### config.mk
export PLATFORM = sky130hd
export DESIGN_NAME = spi_cfg_sequencer_flat
export DESIGN_NICKNAME = d
export VERILOG_FILES = /design/src/rtl/spi_cfg_sequencer_pkg.sv /design/src/rtl/spi_cfg_sequencer_if.sv /design/src/rtl/spi_cfg_sequencer_cmd_fifo.sv /design/src/rtl/spi_cfg_sequencer.sv /design/src/flat_wrapper.sv
export SDC_FILE = /design/constraint.sdc
export NUM_CORES = 1
export LEC_CHECK = 0
export CAP_MARGIN = 10
export CORE_MARGIN = 2
export CORE_UTILIZATION = 35
export CTS_CLUSTER_SIZE = 25
export DETAILED_ROUTE_END_ITERATION = 8
export PLACE_DENSITY = 0.62
export REMOVE_ABC_BUFFERS = 1
export SLEW_MARGIN = 20
export SYNTH_ARGS = -nofsm -noshare
export SYNTH_HDL_FRONTEND = slang
export SYNTH_SLANG_ARGS = --single-unit
### constraint.sdc
create_clock -name clk -period 2.1 [get_ports clk]
set_input_delay 0.42 -clock clk [delete_from_list [all_inputs] [get_ports clk]]
set_output_delay 0.42 -clock clk [all_outputs]
set_load 0.01 [all_outputs]
### src/rtl/spi_cfg_sequencer_pkg.sv
// Shared definitions for the SPI configuration sequencer.
// Contents: command field widths, the commit address/key pair that turns a
// queued command into an apply-configuration strobe, FSM state encodings,
// and small helpers for splitting a packed command word.
package spi_cfg_sequencer_pkg;

  localparam int ADDR_W = 4;
  localparam int DATA_W = 8;
  localparam int CMD_W  = ADDR_W + DATA_W;

  // A command to this address is never written downstream; with the key
  // as data it requests a commit, with any other data it is discarded.
  localparam logic [ADDR_W-1:0] COMMIT_ADDR = 4'hF;
  localparam logic [DATA_W-1:0] COMMIT_KEY  = 8'hA5;

  typedef enum logic [1:0] {
    ST_IDLE   = 2'd0,
    ST_ISSUE  = 2'd1,
    ST_COMMIT = 2'd2
  } state_t;

  // Packed command layout is {addr, data}.
  function automatic logic [ADDR_W-1:0] cmd_addr(input logic [CMD_W-1:0] cmd);
    return cmd[CMD_W-1:DATA_W];
  endfunction

  function automatic logic [DATA_W-1:0] cmd_data(input logic [CMD_W-1:0] cmd);
    return cmd[DATA_W-1:0];
  endfunction

endpackage

### src/rtl/spi_cfg_sequencer_if.sv
// Command-in / config-write-out bus of the SPI configuration sequencer.
// Signals:
//   in_valid, in_addr, in_data : one-cycle command strobe from the frame decoder
//   cfg_valid, cfg_addr, cfg_data, cfg_ready : downstream register write handshake
// Modports:
//   master : environment side (drives commands and cfg_ready)
//   slave  : sequencer side (consumes commands, drives the write request)
interface spi_cfg_sequencer_if;
  import spi_cfg_sequencer_pkg::*;

  logic              in_valid;
  logic [ADDR_W-1:0] in_addr;
  logic [DATA_W-1:0] in_data;
  logic              cfg_valid;
  logic [ADDR_W-1:0] cfg_addr;
  logic [DATA_W-1:0] cfg_data;
  logic              cfg_ready;

  modport master (
    output in_valid, in_addr, in_data, cfg_ready,
    input  cfg_valid, cfg_addr, cfg_data
  );

  modport slave (
    input  in_valid, in_addr, in_data, cfg_ready,
    output cfg_valid, cfg_addr, cfg_data
  );

endinterface

### src/rtl/spi_cfg_sequencer_cmd_fifo.sv
// Synchronous command FIFO (12-bit entries, DEPTH deep).
// Ports:
//   clk, rst        : clock, synchronous active-high reset
//   push, wr_data   : write request and entry; ignored while full
//   pop, rd_data    : read request and head entry (rd_data valid while !empty)
//   full, empty     : occupancy flags
module cmd_fifo
  import spi_cfg_sequencer_pkg::*;
#(
  parameter int DEPTH = 4
) (
  input  logic             clk,
  input  logic             rst,
  input  logic             push,
  input  logic [CMD_W-1:0] wr_data,
  input  logic             pop,
  output logic [CMD_W-1:0] rd_data,
  output logic             full,
  output logic             empty
);

  localparam int AW = $clog2(DEPTH);

  logic [CMD_W-1:0] mem_r [DEPTH];
  logic [AW-1:0]    wr_ptr_r;
  logic [AW-1:0]    rd_ptr_r;
  logic [AW:0]      count_r;
  logic             push_ok_s;
  logic             pop_ok_s;

  assign full      = (count_r == (AW+1)'(DEPTH));
  assign empty     = (count_r == (AW+1)'(0));
  assign push_ok_s = push && !full;
  assign pop_ok_s  = pop && !empty;
  assign rd_data   = mem_r[rd_ptr_r];

  // Storage write; contents need no reset because the pointers gate visibility.
  always_ff @(posedge clk) begin
    if (push_ok_s) begin
      mem_r[wr_ptr_r] <= wr_data;
    end
  end

  // Pointers wrap naturally because DEPTH is a power of two.
  always_ff @(posedge clk) begin
    if (rst) begin
      wr_ptr_r <= '0;
      rd_ptr_r <= '0;
      count_r  <= '0;
    end else begin
      if (push_ok_s) wr_ptr_r <= wr_ptr_r + AW'(1);
      if (pop_ok_s)  rd_ptr_r <= rd_ptr_r + AW'(1);
      case ({push_ok_s, pop_ok_s})
        2'b10:   count_r <= count_r + (AW+1)'(1);
        2'b01:   count_r <= count_r - (AW+1)'(1);
        default: count_r <= count_r;
      endcase
    end
  end

endmodule

### src/rtl/spi_cfg_sequencer.sv
// SPI configuration sequencer: buffers decoded SPI commands and replays them
// as downstream register writes, one at a time, in arrival order. A command
// to COMMIT_ADDR carrying COMMIT_KEY becomes a one-cycle commit_pulse once
// every earlier command has finished.
// Ports:
//   clk, rst     : clock, synchronous active-high reset
//   bus (slave)  : command input strobe and cfg_valid/cfg_ready write handshake
//   commit_pulse : one-cycle apply-configuration strobe
//   busy         : FIFO non-empty or a write/commit in progress
//   overflow     : sticky, a command was dropped on a full FIFO
//   timeout_err  : sticky, a write was abandoned after TIMEOUT unanswered cycles
//   err_clr      : clears both sticky flags
module spi_cfg_sequencer
  import spi_cfg_sequencer_pkg::*;
#(
  parameter int FIFO_DEPTH = 4,
  parameter int TIMEOUT    = 255
) (
  input  logic                clk,
  input  logic                rst,
  spi_cfg_sequencer_if.slave  bus,
  output logic                commit_pulse,
  output logic                busy,
  output logic                overflow,
  output logic                timeout_err,
  input  logic                err_clr
);

  localparam int WAIT_W = $clog2(TIMEOUT + 1);
  localparam logic [WAIT_W-1:0] WAIT_LAST = WAIT_W'(TIMEOUT - 1);

  state_t           state_r;
  state_t           state_s;
  logic [CMD_W-1:0] hold_r;
  logic [WAIT_W-1:0] wait_r;
  logic             pop_s;
  logic             timeout_hit_s;
  logic             fifo_full_s;
  logic             fifo_empty_s;
  logic [CMD_W-1:0] fifo_rd_s;
  logic             push_s;
  logic             drop_s;
  logic             overflow_r;
  logic             timeout_err_r;

  // Fullness is judged at the start of the cycle, so a same-cycle pop does
  // not make room for the incoming command.
  assign push_s = bus.in_valid && !fifo_full_s;
  assign drop_s = bus.in_valid && fifo_full_s;

  cmd_fifo #(
    .DEPTH (FIFO_DEPTH)
  ) u_fifo (
    .clk     (clk),
    .rst     (rst),
    .push    (push_s),
    .wr_data ({bus.in_addr, bus.in_data}),
    .pop     (pop_s),
    .rd_data (fifo_rd_s),
    .full    (fifo_full_s),
    .empty   (fifo_empty_s)
  );

  // Next-state decode; commands are consumed only from IDLE.
  always_comb begin
    state_s       = state_r;
    pop_s         = 1'b0;
    timeout_hit_s = 1'b0;
    case (state_r)
      ST_IDLE: begin
        if (!fifo_empty_s) begin
          pop_s = 1'b1;
          if (cmd_addr(fifo_rd_s) != COMMIT_ADDR) begin
            state_s = ST_ISSUE;
          end else if (cmd_data(fifo_rd_s) == COMMIT_KEY) begin
            state_s = ST_COMMIT;
          end else begin
            state_s = ST_IDLE;
          end
        end else begin
          state_s = ST_IDLE;
        end
      end
      ST_ISSUE: begin
        if (bus.cfg_ready) begin
          state_s = ST_IDLE;
        end else if (wait_r == WAIT_LAST) begin
          state_s       = ST_IDLE;
          timeout_hit_s = 1'b1;
        end else begin
          state_s = ST_ISSUE;
        end
      end
      ST_COMMIT: begin
        state_s = ST_IDLE;
      end
      default: begin
        state_s = ST_IDLE;
      end
    endcase
  end

  // State register.
  always_ff @(posedge clk) begin
    if (rst) begin
      state_r <= ST_IDLE;
    end else begin
      state_r <= state_s;
    end
  end

  // Holding register and unanswered-cycle counter; the counter sits at zero
  // whenever no write is outstanding, so every ISSUE entry starts from zero.
  always_ff @(posedge clk) begin
    if (rst) begin
      hold_r <= '0;
      wait_r <= '0;
    end else begin
      if (pop_s) begin
        hold_r <= fifo_rd_s;
      end
      if (state_r != ST_ISSUE) begin
        wait_r <= '0;
      end else if (!bus.cfg_ready) begin
        wait_r <= wait_r + WAIT_W'(1);
      end
    end
  end

  // Sticky error flags; a new error in the err_clr cycle keeps the flag set.
  always_ff @(posedge clk) begin
    if (rst) begin
      overflow_r    <= 1'b0;
      timeout_err_r <= 1'b0;
    end else begin
      if (drop_s)       overflow_r <= 1'b1;
      else if (err_clr) overflow_r <= 1'b0;
      if (timeout_hit_s) timeout_err_r <= 1'b1;
      else if (err_clr)  timeout_err_r <= 1'b0;
    end
  end

  assign bus.cfg_valid = (state_r == ST_ISSUE);
  assign bus.cfg_addr  = (state_r == ST_ISSUE) ? cmd_addr(hold_r) : '0;
  assign bus.cfg_data  = (state_r == ST_ISSUE) ? cmd_data(hold_r) : '0;
  assign commit_pulse  = (state_r == ST_COMMIT);
  assign busy          = !fifo_empty_s || (state_r != ST_IDLE);
  assign overflow      = overflow_r;
  assign timeout_err   = timeout_err_r;

endmodule

### src/flat_wrapper.sv
// flat-port wrapper written by rule: the top's interface ports become plain ports
module spi_cfg_sequencer_flat import spi_cfg_sequencer_pkg::*;
#(
  parameter int FIFO_DEPTH = 4,
  parameter int TIMEOUT    = 255
)
  (clk, rst, commit_pulse, busy, overflow, timeout_err, err_clr, bus_in_valid, bus_in_addr, bus_in_data, bus_cfg_ready, bus_cfg_valid, bus_cfg_addr, bus_cfg_data);
  spi_cfg_sequencer_if bus_i ();
  input  logic clk;
  input  logic rst;
  output logic commit_pulse;
  output logic busy;
  output logic overflow;
  output logic timeout_err;
  input  logic err_clr;
  input wire logic [$bits(bus_i.in_valid)-1:0] bus_in_valid;
  input wire logic [$bits(bus_i.in_addr)-1:0] bus_in_addr;
  input wire logic [$bits(bus_i.in_data)-1:0] bus_in_data;
  input wire logic [$bits(bus_i.cfg_ready)-1:0] bus_cfg_ready;
  output wire logic [$bits(bus_i.cfg_valid)-1:0] bus_cfg_valid;
  output wire logic [$bits(bus_i.cfg_addr)-1:0] bus_cfg_addr;
  output wire logic [$bits(bus_i.cfg_data)-1:0] bus_cfg_data;
  assign bus_i.in_valid = bus_in_valid;
  assign bus_i.in_addr = bus_in_addr;
  assign bus_i.in_data = bus_in_data;
  assign bus_i.cfg_ready = bus_cfg_ready;
  assign bus_cfg_valid = bus_i.cfg_valid;
  assign bus_cfg_addr = bus_i.cfg_addr;
  assign bus_cfg_data = bus_i.cfg_data;
  spi_cfg_sequencer #(.FIFO_DEPTH(FIFO_DEPTH), .TIMEOUT(TIMEOUT)) u_core (.clk(clk), .rst(rst), .bus(bus_i), .commit_pulse(commit_pulse), .busy(busy), .overflow(overflow), .timeout_err(timeout_err), .err_clr(err_clr));
endmodule
==> results by group <==
Outcome
  – Outcome: finished, final reports clean

Layout
  – Relative area change from synthesis to final layout: 24.4%
  – Post-layout utilization of the core: 45.0%
  – Register area: roughly 0.0021 mm2
  – Final cell area excluding filler cells: 0.00416 mm2
  – Share of cells above drive strength 1: 17.2%
  – Layout net count: 329
  – N_diodes: 0
  – Layout filler cell count: 864
  – Footprint of the multi-input gates: 0.00118 mm2

Setup path
  – Critical path startpoint category: register
  – CP peak stage delay: 0.40 ns
  – R2R cell count: 8
  – Data arrival time of the critical path: between 2 and 2.5 ns
  – Maximum fanout count along the critical path: 2
  – Kind of capture point of the worst setup path: register
  – List of cells traversed by the critical path: or3b_4 -> nand2_2 -> ha_2 -> inv_1 -> fa_2 -> xor2_1 -> or3_1 -> a21oi_1
  – Critical-path top delay cell: sky130_fd_sc_hd__or3b_4
  – Worst setup path category: reg2reg
  – Required time reported for the critical path endpoint: between 2 and 2.5 ns

GRT
  – Total global routing overflow: 0
  – Antenna violations before repair: 0
  – GR Util All Layers: 13.5%
  – Number of global-route vias before repair: 2,242
  – Pin count of the biggest net entering global routing: 24
  – First-pass GRT wire length: 10,400 um

Worst hold path
  – Number of cells on the worst hold path: 2
  – Hold crit path type: reg2reg

STA
  – Minimum period implied by the final worst setup slack: about 2 ns
  – RSZ-0062 raised after global routing: false
  – Transition at the pin with the smallest max-transition slack: 0.439 ns
  – Number of max-slew violations in the final report: 0
  – Highest Clock Rate: 499 MHz
  – Setup violators final: 0
  – Worst hold-check slack: between 0.4 and 0.5 ns
  – Post-Route Setup TNS: 0 ns
  – Worst clock skew: around 0.0086 ns
  – Final period util: a little over nine tenths
  – Max-slew headroom at the worst pin: around 71%
  – Fin. Hold Viols: 0

Clock network
  – Total clock sinks: 81
  – Max Buffers Root-to-Sink: 2
  – Later-pin clock latency in the skew report: around 0.35 ns
  – CTS clock-pin slew for the worst setup and hold paths: around 0.08 ns
  – Clock tree from TritonCTS: built
  – H-tree levels: 3
  – Number of clock buffers inserted by TritonCTS: 9
  – Clock root buffer: sky130_fd_sc_hd__clkbuf_8

Synthesis
  – Area of the mapped netlist: 0.00334 mm2
  – Number of enable flip-flop cells after synthesis: 48
  – Library cell with the highest instance count after synthesis: sky130_fd_sc_hd__edfxtp_1
  – Portion of the post-synthesis area used by sequential elements: 62.9%
  – Primary flip-flop cell chosen by synthesis mapping: sky130_fd_sc_hd__edfxtp_1
  – Synth warn: 0
  – Number of flip-flops and latches in the synthesized netlist: 81
  – Synth top area cells: sky130_fd_sc_hd__edfxtp_1 (43%), sky130_fd_sc_hd__dfxtp_1 (20%), sky130_fd_sc_hd__mux4_1 (8.6%), sky130_fd_sc_hd__a21oi_1 (3.7%), sky130_fd_sc_hd__ha_1 (2.6%)
  – Share of the synthesized area in the top cell type: a little over two fifths
  – Yosys top cell by area: sky130_fd_sc_hd__edfxtp_1
  – Post-synthesis async set-or-reset flop share: 0%
  – Synthesized netlist cell count: 250
  – Number of different library cells in the post-synthesis netlist: 35
  – Avg Synthesized Cell Area: between 10 and 15 um2
  – Leading post-synthesis cells by instance count: sky130_fd_sc_hd__edfxtp_1 (48), sky130_fd_sc_hd__dfxtp_1 (33), sky130_fd_sc_hd__a21oi_1 (25)

Route
  – Final wirelength: approximately 6400 um
  – Per-cell via count in the routed design: 4.90
  – Wire length per cell after detailed routing: between 10 and 15 um
  – Drt pass-1 iters: 4
  – Routed via count: 2,146
  – DRC violation total after the first TritonRoute iteration: 80
  – Antenna Nets Post-Route: 0
  – Residual DRC count: 0

Power and ir drop
  – Fraction of power consumed by the clock network: 25.0%
  – Switching part of the total power: 31.6%
  – Combinational cell fraction of total power: about 31%
  – Total Power: 4.58 mW
  – Leakage power: about 1.5 nW
  – Largest vdd supply drop: 0.488 mV
  – Cell Pwr Density: around 1100 mW/mm2
  – Design internal power: 3.13 mW
  – Reg power frac: a little over two fifths
  – Net Switching: 1.45 mW

Placed design
  – Number of port buffers: 33
  – Post-DP Area: 0.00394 mm2
  – DPL Wire Length: 4430 um
  – Routability congestion estimate from global placement: 0.735

Run
  – Count of max-cap constraint violations: 0

Floorplan
  – Die Span Y: 102 um
  – Site Rows: 35
  – Core region area: 0.00924 mm2
  – Initial standard-cell utilization of the core: 36.2%
  – Number of ports placed on the die boundary: 34
  – Floorplan die width: approximately 100 um
  – DIE AREA: 0.0104 mm2
==> state kept, by name (all words and copies together), names as in the netlist, named ones only <==
signal / cells
u_core.hold_r: 12
u_core.overflow: 1
u_core.state_r: 2
u_core.timeout_err: 1
u_core.u_fifo.count_r: 3
u_core.u_fifo.mem_r: 48
u_core.u_fifo.rd_ptr_r: 2
u_core.u_fifo.wr_ptr_r: 2
u_core.wait_r: 8
==> metal layers <==
| layer | up-vias | wire (um) | track usage (%) | part of all wire [%] |
|---|---|---|---|---|
| met5 | - | 0 | 0 | 0 |
| met2 | 40 | 3220 | 23.2 | 50 |
| met4 | 0 | 159 | 6.76 | 2.5 |
| met1 | 1049 | 2850 | 15.6 | 44 |
| met3 | 13 | 198 | 3.17 | 3.1 |
| li1 | 1044 | - | - | - |
==> final cells by class <==
cell class | count | area share, %
Multi-Input combinational cell | 148 | 28.4
Timing Repair Buffer | 56 | 11.6
Sequential cell | 81 | 50.6
Tap cell | 129 | 3.88
Clock inverter | 7 | 1.86
Inverter | 8 | 0.722
Clock buffer | 9 | 2.98
==> cells in the final DEF, fill, tap and decap left out, types with 3 or more instances in the layout <==
cell type	count
sky130_fd_sc_hd__and3_1	4
sky130_fd_sc_hd__buf_4	23
sky130_fd_sc_hd__edfxtp_1	48
sky130_fd_sc_hd__mux4_1	11
sky130_fd_sc_hd__dlygate4sd2_1	12
sky130_fd_sc_hd__nor2_1	11
sky130_fd_sc_hd__or3_1	5
sky130_fd_sc_hd__ha_1	6
sky130_fd_sc_hd__dfxtp_1	31
sky130_fd_sc_hd__and2_1	12
sky130_fd_sc_hd__nand2_1	3
sky130_fd_sc_hd__clkdlybuf4s50_1	19
sky130_fd_sc_hd__inv_1	8
sky130_fd_sc_hd__nand3_1	17
sky130_fd_sc_hd__a21oi_1	25
sky130_fd_sc_hd__o21ai_0	17
sky130_fd_sc_hd__clkbuf_8	9
sky130_fd_sc_hd__nand4_1	3
sky130_fd_sc_hd__xor2_1	5
==> cells by family after synthesis <==
family	synth area share (%)
AO/OA/AOI/OAI	7.26
XOR/XNOR	1.57
adder cells (fa/ha/maj)	3.22
buffers and inverters	2.58
flip-flops	62.9
multiplexers	9.32
AND/OR/NAND/NOR	13.2
==> critical path: cells and delay by family, from the launching register on <==
kind / cells / cell delay, ns
and+or+nand+nor: 3 / 0.77
adders and majority gates: 2 / 0.50
DFF: 1 / 0.33
xor gates and xnor gates: 1 / 0.16
AOI/OAI and AO/OA: 1 / 0.13
buffers and inverters: 1 / 0.05
==> path summary, 6_finish.rpt <==
kind,to,from,slack [ns]
setup / recovery,u_core.u_fifo.count_r[2],u_core.u_fifo.count_r[0],0.1
hold / removal,u_core.hold_r[1],u_core.hold_r[1],0.47
setup reg to reg,u_core.u_fifo.count_r[2],u_core.u_fifo.count_r[0],0.1
hold reg to reg,u_core.hold_r[1],u_core.hold_r[1],0.47
==> what timing repair did <==
item | in CTS | in global routing
buffers inserted | 1 | 0
pin swaps | 0 | 1
endpoints found under the setup margin | 15 | 8
resized for setup | 18 | 8
hold buffers | 0 | 0
==> power groups by stage <==
stage          Combinational, mW  Sequential [mW]  Clock (mW)
2_1_floorplan              0.801             2.05           0
3_3_place_gp                1.39             2.03           0
3_5_place_dp                1.41             2.03           0
4_1_cts                     1.42             2.00        1.18
5_1_grt                     1.60             2.02        1.23
6_report                    1.43             2.00        1.14
==> stage by stage <==
stage,setup WS [ns],std cells
floorplan,-0.186,237
global placement,-0.0541,421
detailed placement,-0.101,421
CTS,0.0273,438
global route,0.00346,438
finish,0.0954,438
Power figures use the tool's default switching activity.
